### src/rtl/mem_access_unit.sv
// mem_access_unit: memory stage of the pipeline. Takes one execute-stage
// result at a time, checks alignment, issues a single bus request for aligned
// loads/stores, waits for the response with a timeout, and presents the
// result with exception flags {timeout, access_fault, store_misalign, load_misalign}.

`ifndef XLEN
`define XLEN 64
`endif
`ifndef REG_ADDRWIDTH
`define REG_ADDRWIDTH 5
`endif
`ifndef MEMOP_LEN
`define MEMOP_LEN 4
`endif

module mem_access_unit #(
    parameter int TIMEOUT_CYCLES = 255
) (
    input  logic                      clk,
    input  logic                      rst_n,
    input  logic                      in_valid_i,
    output logic                      in_ready_o,
    input  logic [`XLEN-1:0]          pc_i,
    input  logic [`REG_ADDRWIDTH-1:0] rd_idx_i,
    input  logic [`MEMOP_LEN-1:0]     mem_op_i,
    input  logic [`XLEN-1:0]          exc_alu_data_i,
    input  logic [`XLEN-1:0]          rs2_data_i,
    output logic                      mem_req_valid_o,
    input  logic                      mem_req_ready_i,
    output logic [`XLEN-1:0]          mem_addr_o,
    output logic                      mem_wen_o,
    output logic [`XLEN-1:0]          mem_wdata_o,
    output logic [7:0]                mem_wstrb_o,
    input  logic                      mem_rsp_valid_i,
    input  logic [`XLEN-1:0]          mem_rdata_i,
    input  logic                      mem_rsp_err_i,
    output logic                      out_valid_o,
    input  logic                      out_ready_i,
    output logic [`XLEN-1:0]          out_pc_o,
    output logic [`REG_ADDRWIDTH-1:0] out_rd_idx_o,
    output logic [`XLEN-1:0]          out_data_o,
    output logic [3:0]                out_exc_o,
    output logic                      mem_stall_o
);

    localparam logic [1:0] ST_IDLE = 2'd0;
    localparam logic [1:0] ST_REQ  = 2'd1;
    localparam logic [1:0] ST_WAIT = 2'd2;
    localparam logic [1:0] ST_DONE = 2'd3;

    // Memory operation encoding shared with the decode stage.
    localparam logic [`MEMOP_LEN-1:0] OP_LB  = 4'd1;
    localparam logic [`MEMOP_LEN-1:0] OP_LH  = 4'd2;
    localparam logic [`MEMOP_LEN-1:0] OP_LW  = 4'd3;
    localparam logic [`MEMOP_LEN-1:0] OP_LD  = 4'd4;
    localparam logic [`MEMOP_LEN-1:0] OP_LBU = 4'd5;
    localparam logic [`MEMOP_LEN-1:0] OP_LHU = 4'd6;
    localparam logic [`MEMOP_LEN-1:0] OP_LWU = 4'd7;
    localparam logic [`MEMOP_LEN-1:0] OP_SB  = 4'd8;
    localparam logic [`MEMOP_LEN-1:0] OP_SD  = 4'd11;

    localparam int CNT_W = $clog2(TIMEOUT_CYCLES + 1);
    localparam logic [CNT_W-1:0] CNT_LAST = CNT_W'(TIMEOUT_CYCLES - 1);

    function automatic logic is_load(input logic [`MEMOP_LEN-1:0] op);
        return (op >= OP_LB) && (op <= OP_LWU);
    endfunction

    function automatic logic is_store(input logic [`MEMOP_LEN-1:0] op);
        return (op >= OP_SB) && (op <= OP_SD);
    endfunction

    // Access size as log2(bytes): 0=B, 1=H, 2=W, 3=D.
    function automatic logic [1:0] op_size(input logic [`MEMOP_LEN-1:0] op);
        logic [1:0] sz;
        case (op)
            4'd1, 4'd5, 4'd8:  sz = 2'd0;
            4'd2, 4'd6, 4'd9:  sz = 2'd1;
            4'd3, 4'd7, 4'd10: sz = 2'd2;
            4'd4, 4'd11:       sz = 2'd3;
            default:           sz = 2'd0;
        endcase
        return sz;
    endfunction

    function automatic logic misaligned(input logic [1:0] sz, input logic [2:0] off);
        logic m;
        case (sz)
            2'd1:    m = off[0];
            2'd2:    m = (off[1:0] != 2'b00);
            2'd3:    m = (off != 3'b000);
            default: m = 1'b0;
        endcase
        return m;
    endfunction

    // Pick the addressed lane out of the 64-bit read beat and extend it.
    function automatic logic [`XLEN-1:0] load_extract(input logic [`MEMOP_LEN-1:0] op,
                                                      input logic [2:0] off,
                                                      input logic [`XLEN-1:0] rdata);
        logic [`XLEN-1:0] sh;
        logic [`XLEN-1:0] res;
        sh = rdata >> {off, 3'b000};
        case (op)
            OP_LB:   res = {{56{sh[7]}}, sh[7:0]};
            OP_LH:   res = {{48{sh[15]}}, sh[15:0]};
            OP_LW:   res = {{32{sh[31]}}, sh[31:0]};
            OP_LBU:  res = {56'd0, sh[7:0]};
            OP_LHU:  res = {48'd0, sh[15:0]};
            OP_LWU:  res = {32'd0, sh[31:0]};
            OP_LD:   res = sh;
            default: res = 64'd0;
        endcase
        return res;
    endfunction

    logic [1:0]                state_r, state_nxt_s;
    logic [`XLEN-1:0]          pc_r, addr_r, wdata_r, data_r;
    logic [`REG_ADDRWIDTH-1:0] rd_r;
    logic [`MEMOP_LEN-1:0]     op_r;
    logic [3:0]                exc_r;
    logic [CNT_W-1:0]          cnt_r;
    logic                      accept_s;
    logic [1:0]                accept_state_s;
    logic [3:0]                accept_exc_s;
    logic [7:0]                strb_s;
    logic [`XLEN-1:0]          wrep_s;

    assign accept_s = in_valid_i & in_ready_o;

    // Classify the incoming operation: pass-through, misaligned, or bus access.
    always_comb begin
        accept_state_s = ST_DONE;
        accept_exc_s   = 4'b0000;
        if (!(is_load(mem_op_i) || is_store(mem_op_i))) begin
            accept_state_s = ST_DONE;
        end else if (misaligned(op_size(mem_op_i), exc_alu_data_i[2:0])) begin
            accept_state_s = ST_DONE;
            accept_exc_s   = is_store(mem_op_i) ? 4'b0010 : 4'b0001;
        end else begin
            accept_state_s = ST_REQ;
        end
    end

    // State register.
    always_ff @(posedge clk or negedge rst_n) begin
        if (!rst_n) begin
            state_r <= ST_IDLE;
        end else begin
            state_r <= state_nxt_s;
        end
    end

    // Next-state logic.
    always_comb begin
        state_nxt_s = state_r;
        case (state_r)
            ST_IDLE: begin
                if (accept_s) state_nxt_s = accept_state_s;
                else          state_nxt_s = ST_IDLE;
            end
            ST_REQ: begin
                if (mem_req_ready_i) state_nxt_s = ST_WAIT;
                else                 state_nxt_s = ST_REQ;
            end
            ST_WAIT: begin
                if (mem_rsp_valid_i)        state_nxt_s = ST_DONE;
                else if (cnt_r == CNT_LAST) state_nxt_s = ST_DONE;
                else                        state_nxt_s = ST_WAIT;
            end
            ST_DONE: begin
                if (!out_ready_i)  state_nxt_s = ST_DONE;
                else if (accept_s) state_nxt_s = accept_state_s;
                else               state_nxt_s = ST_IDLE;
            end
            default: state_nxt_s = ST_IDLE;
        endcase
    end

    // Handshake and stall outputs decoded from the current state.
    always_comb begin
        in_ready_o      = 1'b0;
        mem_req_valid_o = 1'b0;
        out_valid_o     = 1'b0;
        mem_stall_o     = 1'b0;
        case (state_r)
            ST_IDLE: in_ready_o = 1'b1;
            ST_REQ: begin
                mem_req_valid_o = 1'b1;
                mem_stall_o     = 1'b1;
            end
            ST_WAIT: mem_stall_o = 1'b1;
            ST_DONE: begin
                out_valid_o = 1'b1;
                in_ready_o  = out_ready_i;
                mem_stall_o = ~out_ready_i;
            end
            default: in_ready_o = 1'b0;
        endcase
    end

    // Capture the operation on acceptance; update result, flags and timeout counter.
    always_ff @(posedge clk or negedge rst_n) begin
        if (!rst_n) begin
            pc_r    <= 64'd0;
            rd_r    <= 5'd0;
            op_r    <= 4'd0;
            addr_r  <= 64'd0;
            wdata_r <= 64'd0;
            data_r  <= 64'd0;
            exc_r   <= 4'b0000;
            cnt_r   <= '0;
        end else if (accept_s) begin
            pc_r    <= pc_i;
            rd_r    <= rd_idx_i;
            op_r    <= mem_op_i;
            addr_r  <= exc_alu_data_i;
            wdata_r <= rs2_data_i;
            exc_r   <= accept_exc_s;
            data_r  <= (is_load(mem_op_i) || is_store(mem_op_i)) ? 64'd0 : exc_alu_data_i;
        end else begin
            case (state_r)
                ST_REQ: begin
                    if (mem_req_ready_i) cnt_r <= '0;
                    else                 cnt_r <= cnt_r;
                end
                ST_WAIT: begin
                    if (mem_rsp_valid_i) begin
                        exc_r  <= {1'b0, mem_rsp_err_i, 2'b00};
                        data_r <= is_store(op_r) ? 64'd0 : load_extract(op_r, addr_r[2:0], mem_rdata_i);
                    end else if (cnt_r == CNT_LAST) begin
                        exc_r  <= 4'b1000;
                        data_r <= 64'd0;
                        cnt_r  <= cnt_r + CNT_W'(1);
                    end else begin
                        cnt_r <= cnt_r + CNT_W'(1);
                    end
                end
                default: cnt_r <= cnt_r;
            endcase
        end
    end

    // Byte strobes and lane-replicated store data for the current access.
    always_comb begin
        strb_s = 8'h00;
        wrep_s = wdata_r;
        case (op_size(op_r))
            2'd0: begin strb_s = 8'h01; wrep_s = {8{wdata_r[7:0]}};  end
            2'd1: begin strb_s = 8'h03; wrep_s = {4{wdata_r[15:0]}}; end
            2'd2: begin strb_s = 8'h0F; wrep_s = {2{wdata_r[31:0]}}; end
            2'd3: begin strb_s = 8'hFF; wrep_s = wdata_r;            end
            default: begin strb_s = 8'h00; wrep_s = wdata_r;        end
        endcase
        if (is_store(op_r)) strb_s = strb_s << addr_r[2:0];
        else                strb_s = 8'h00;
    end

    assign mem_addr_o   = {addr_r[63:3], 3'b000};
    assign mem_wen_o    = is_store(op_r);
    assign mem_wdata_o  = wrep_s;
    assign mem_wstrb_o  = strb_s;
    assign out_pc_o     = pc_r;
    assign out_rd_idx_o = rd_r;
    assign out_data_o   = data_r;
    assign out_exc_o    = exc_r;

endmodule

### config.mk
export PLATFORM = sky130hd
export DESIGN_NAME = mem_access_unit
export DESIGN_NICKNAME = d
export VERILOG_FILES = /design/src/rtl/mem_access_unit.sv
export SDC_FILE = /design/constraint.sdc
export NUM_CORES = 1
export LEC_CHECK = 0
export ABC_AREA = 1
export CORE_AREA = 2 2 214 216
export CTS_CLUSTER_DIAMETER = 60
export CTS_CLUSTER_SIZE = 14
export DETAILED_ROUTE_END_ITERATION = 7
export DIE_AREA = 0 0 216 218
export DONT_BUFFER_PORTS = 1
export PLACE_DENSITY = 0.48
export SETUP_SLACK_MARGIN = 0.05
export SYNTH_ARGS = -nofsm -noshare
export SYNTH_HDL_FRONTEND = slang
export SYNTH_SLANG_ARGS = --single-unit
### constraint.sdc
create_clock -name clk -period 5.3 [get_ports clk]
set_clock_uncertainty 0.2 [all_clocks]
set_input_delay 0.53 -clock clk [delete_from_list [all_inputs] [get_ports clk]]
set_output_delay 0.53 -clock clk [all_outputs]
set_load 0.005 [all_outputs]
==> run metrics <==
Max Cap Violations 0; Antenna Violating Nets Remaining 0; initial antenna violation count 4; cts repair resizes 0; fin util 0.4018; Synth area leaders dfrtp_1 46%, nand2_1 23%, nor2_1 5.3%, o21ai_0 4.3%, buf_4 3.7%; met1 usage 0.2896; Slew Limit Fails 0; final non-filler cell total 2807; fraction of layout cells with a size suffix above 1 0.04764; Post-CTS Repair Setup Buffers 0; Setup TNS Final 0 ns; Synth warnings 0; Worst Setup Path Type register to output port; Cells after Synth 2131; RSZ-0062 raised after global routing false; post-DR vias/cell 5.078; Hold Path Class input port to async pin; Lkg Pwr 8.872 nW; Clock transition at path regs 0.06 ns; placed standard-cell area 14980 um^2; arrival time at the worst endpoint 3.25 ns; Hold Buf Count CTS 205; die width 216 um; clock latency on the worst-skew pair 0.59 ns; share of the synthesized area in the top cell type 0.4580; Area Growth Syn to Fin 18.32%; most common cell after layout, fill and taps aside nand2_1; GR Util met3 0.06485; Pwr Density 643.3 nW/um^2; Clock Path Buffers 3; Root Driver clkbuf_16; worst vdd ir 0.3636 mV; Final nets 2471; register area share after synthesis 0.4580; IO buf count 0; CP Max Fanout 20; placed cells 2547; Via Count 14253; Total GRT Usage 0.2399; Worst Tran Pin Value 1.065 ns; Core ar. 44890 um^2; Final Cycle Share 0.7501; failing checks negative hold slack; Final Hold Viols 279; H-tree depth 1; DR pass1 iterations 6; FF-to-FF path depth 11; GPL Wtd Cong 0.9369; critical-path cell list inv_1 > ha_1 > o21ai_0 > nand2_1 > buf_4 > nor2_2 > buf_4 > nand2_1 > nand4_1; DP HPWL 42400 um; Max-slew headroom 0.2902; status finished with violations; # IOs 550; Worst setup EP type output port; post-synth top area cell dfrtp_1; vias in the first global route 14369; Inserted Clock Buffers 31; global routing's busiest layer met2; DR DRC count 0; Synth Cell Area 15240 um^2; Congestion Overflow GR 0; starting density of the core 0.3396; fillcell total 4657; Die Ht 218 um; Worst EP required 4.57 ns; DR WL/cell 20.79 um; largest net degree at the start of global routing 280; Core Rows 78; CTS tree yes; M2 GR Usage 0.4162; smallest hold slack -0.5651 ns; global-route wire length before repair 87810 um; Tmin final 3.975 ns; synthesis-stage register bit count 279; drt total wl 58370 um; Largest stage delay, worst path 0.71 ns; Design Area, Final 18040 um^2; DRT iter0 DRCs 1081; most frequent cells in the layout 919 x nand2_1, 277 x dfrtp_1, 214 x nor2_1; crit start category register; fmax 251.5 MHz; endpoints failing setup 0; Die ar. 47090 um^2; Synth cell types 35; Critical Path Slowest Stage Cell nor2_2; Synth Area per Inst 7.154 um^2; clock sink count 279
-- Yosys cell counts --
| cell | n |
|---|---|
| xor2_1 | 1 |
| nand3_2 | 1 |
| o211ai_1 | 28 |
| dfrtp_1 | 279 |
| nor3_1 | 3 |
| or2_2 | 11 |
| nand2_1 | 920 |
| o22ai_4 | 1 |
| o21ai_1 | 13 |
| buf_6 | 10 |
| o21ai_0 | 131 |
| a21oi_1 | 74 |
| clkinv_1 | 2 |
| nor2_2 | 3 |
| clkbuf_1 | 58 |
| inv_1 | 78 |
| buf_2 | 52 |
| o31ai_1 | 1 |
| nand4_1 | 35 |
| buf_1 | 5 |
| buf_4 | 75 |
| nor2_4 | 3 |
| a21oi_2 | 1 |
| nand2_2 | 2 |
| nand3_1 | 82 |
| nor3b_1 | 1 |
| conb_1 | 1 |
| o2111ai_1 | 14 |
| o22ai_1 | 1 |
| ha_1 | 14 |
| a21o_1 | 1 |
| nand3b_1 | 1 |
| nor2_1 | 216 |
| inv_2 | 12 |
| a21oi_4 | 1 |
-- per-layer routing --
metal / part of all wire / vias to the layer above
met5: 0.00027 / -
met2: 0.49 / 551
met4: 0.031 / 2
met3: 0.081 / 93
li1: - / 6762
met1: 0.40 / 6845
-- final cells by class --
class                           instances  area (um^2)  area share
Multi-Input combinational cell       1562         6779      0.3758
Tap cell                              600        750.7     0.04162
Antenna cell                            3        7.507   0.0004162
Sequential cell                       279         6984      0.3872
Clock buffer                           35        810.8     0.04495
Inverter                               92        350.3     0.01942
Timing Repair Buffer                  219         2170      0.1203
Clock inverter                         17        185.2     0.01027
-- worst paths after layout --
| check | startpoint | end | slack, ns |
|---|---|---|---|
| setup reg to reg | state_r[0] | out_data_o[60] | 1.55 |
| hold / removal | rst_n | addr_r[13] | -0.57 |
| max in group asynchronous | rst_n | out_data_o[62] | 4.77 |
| hold reg to reg | cnt_r[7] | cnt_r[7] | 0.26 |
| min in group clk | exc_alu_data_i[2] | out_exc_o[1] | 0.06 |
| setup / recovery | op_r[0] | mem_wdata_o[60] | 1.32 |
-- flip-flops by register name, indices dropped and copies added (netlist names) --
name,cells
addr_r,64
cnt_r,8
wdata_r,64
op_r,4
out_rd_idx_o,5
out_data_o,64
out_pc_o,64
state_r,2
out_exc_o,4
-- power breakdown --
part,total (mW),switching (mW),internal [mW]
sequential,4.14,0.999,3.14
clock,2.14,0.971,1.17
combinational,5.32,3.75,1.57
-- cells by family after synthesis --
| kind of cell | share of synthesized area |
|---|---|
| compound gates | 0.09775 |
| xor+xnor | 0.0005746 |
| fa+ha+maj | 0.01149 |
| buf+inv | 0.09956 |
| flops | 0.4580 |
| other cells | 0.0002460 |
| simple gates | 0.3324 |
-- worst max-delay path, delay by kind of cell, from the launching register on --
| family | cells | cell delay (ns) |
|---|---|---|
| AO/OA/AOI/OAI | 1 | 0.14 |
| buffers and inverters | 3 | 0.71 |
| flip-flops | 1 | 0.44 |
| AND/OR/NAND/NOR | 4 | 1.08 |
| adder cells (fa/ha/maj) | 1 | 0.28 |
-- stage by stage --
step,worst slack [ns],total power [mW],hold WS (ns)
floorplan,2.854,8.006,0.03441
global placement,1.588,9.326,0.03998
detailed placement,1.488,9.391,0.04347
CTS,1.315,11.71,-0.5844
global route,1.124,12.57,-0.5830
finish,1.325,11.60,-0.5651
No activity file was read; power rests on OpenSTA's default activity.
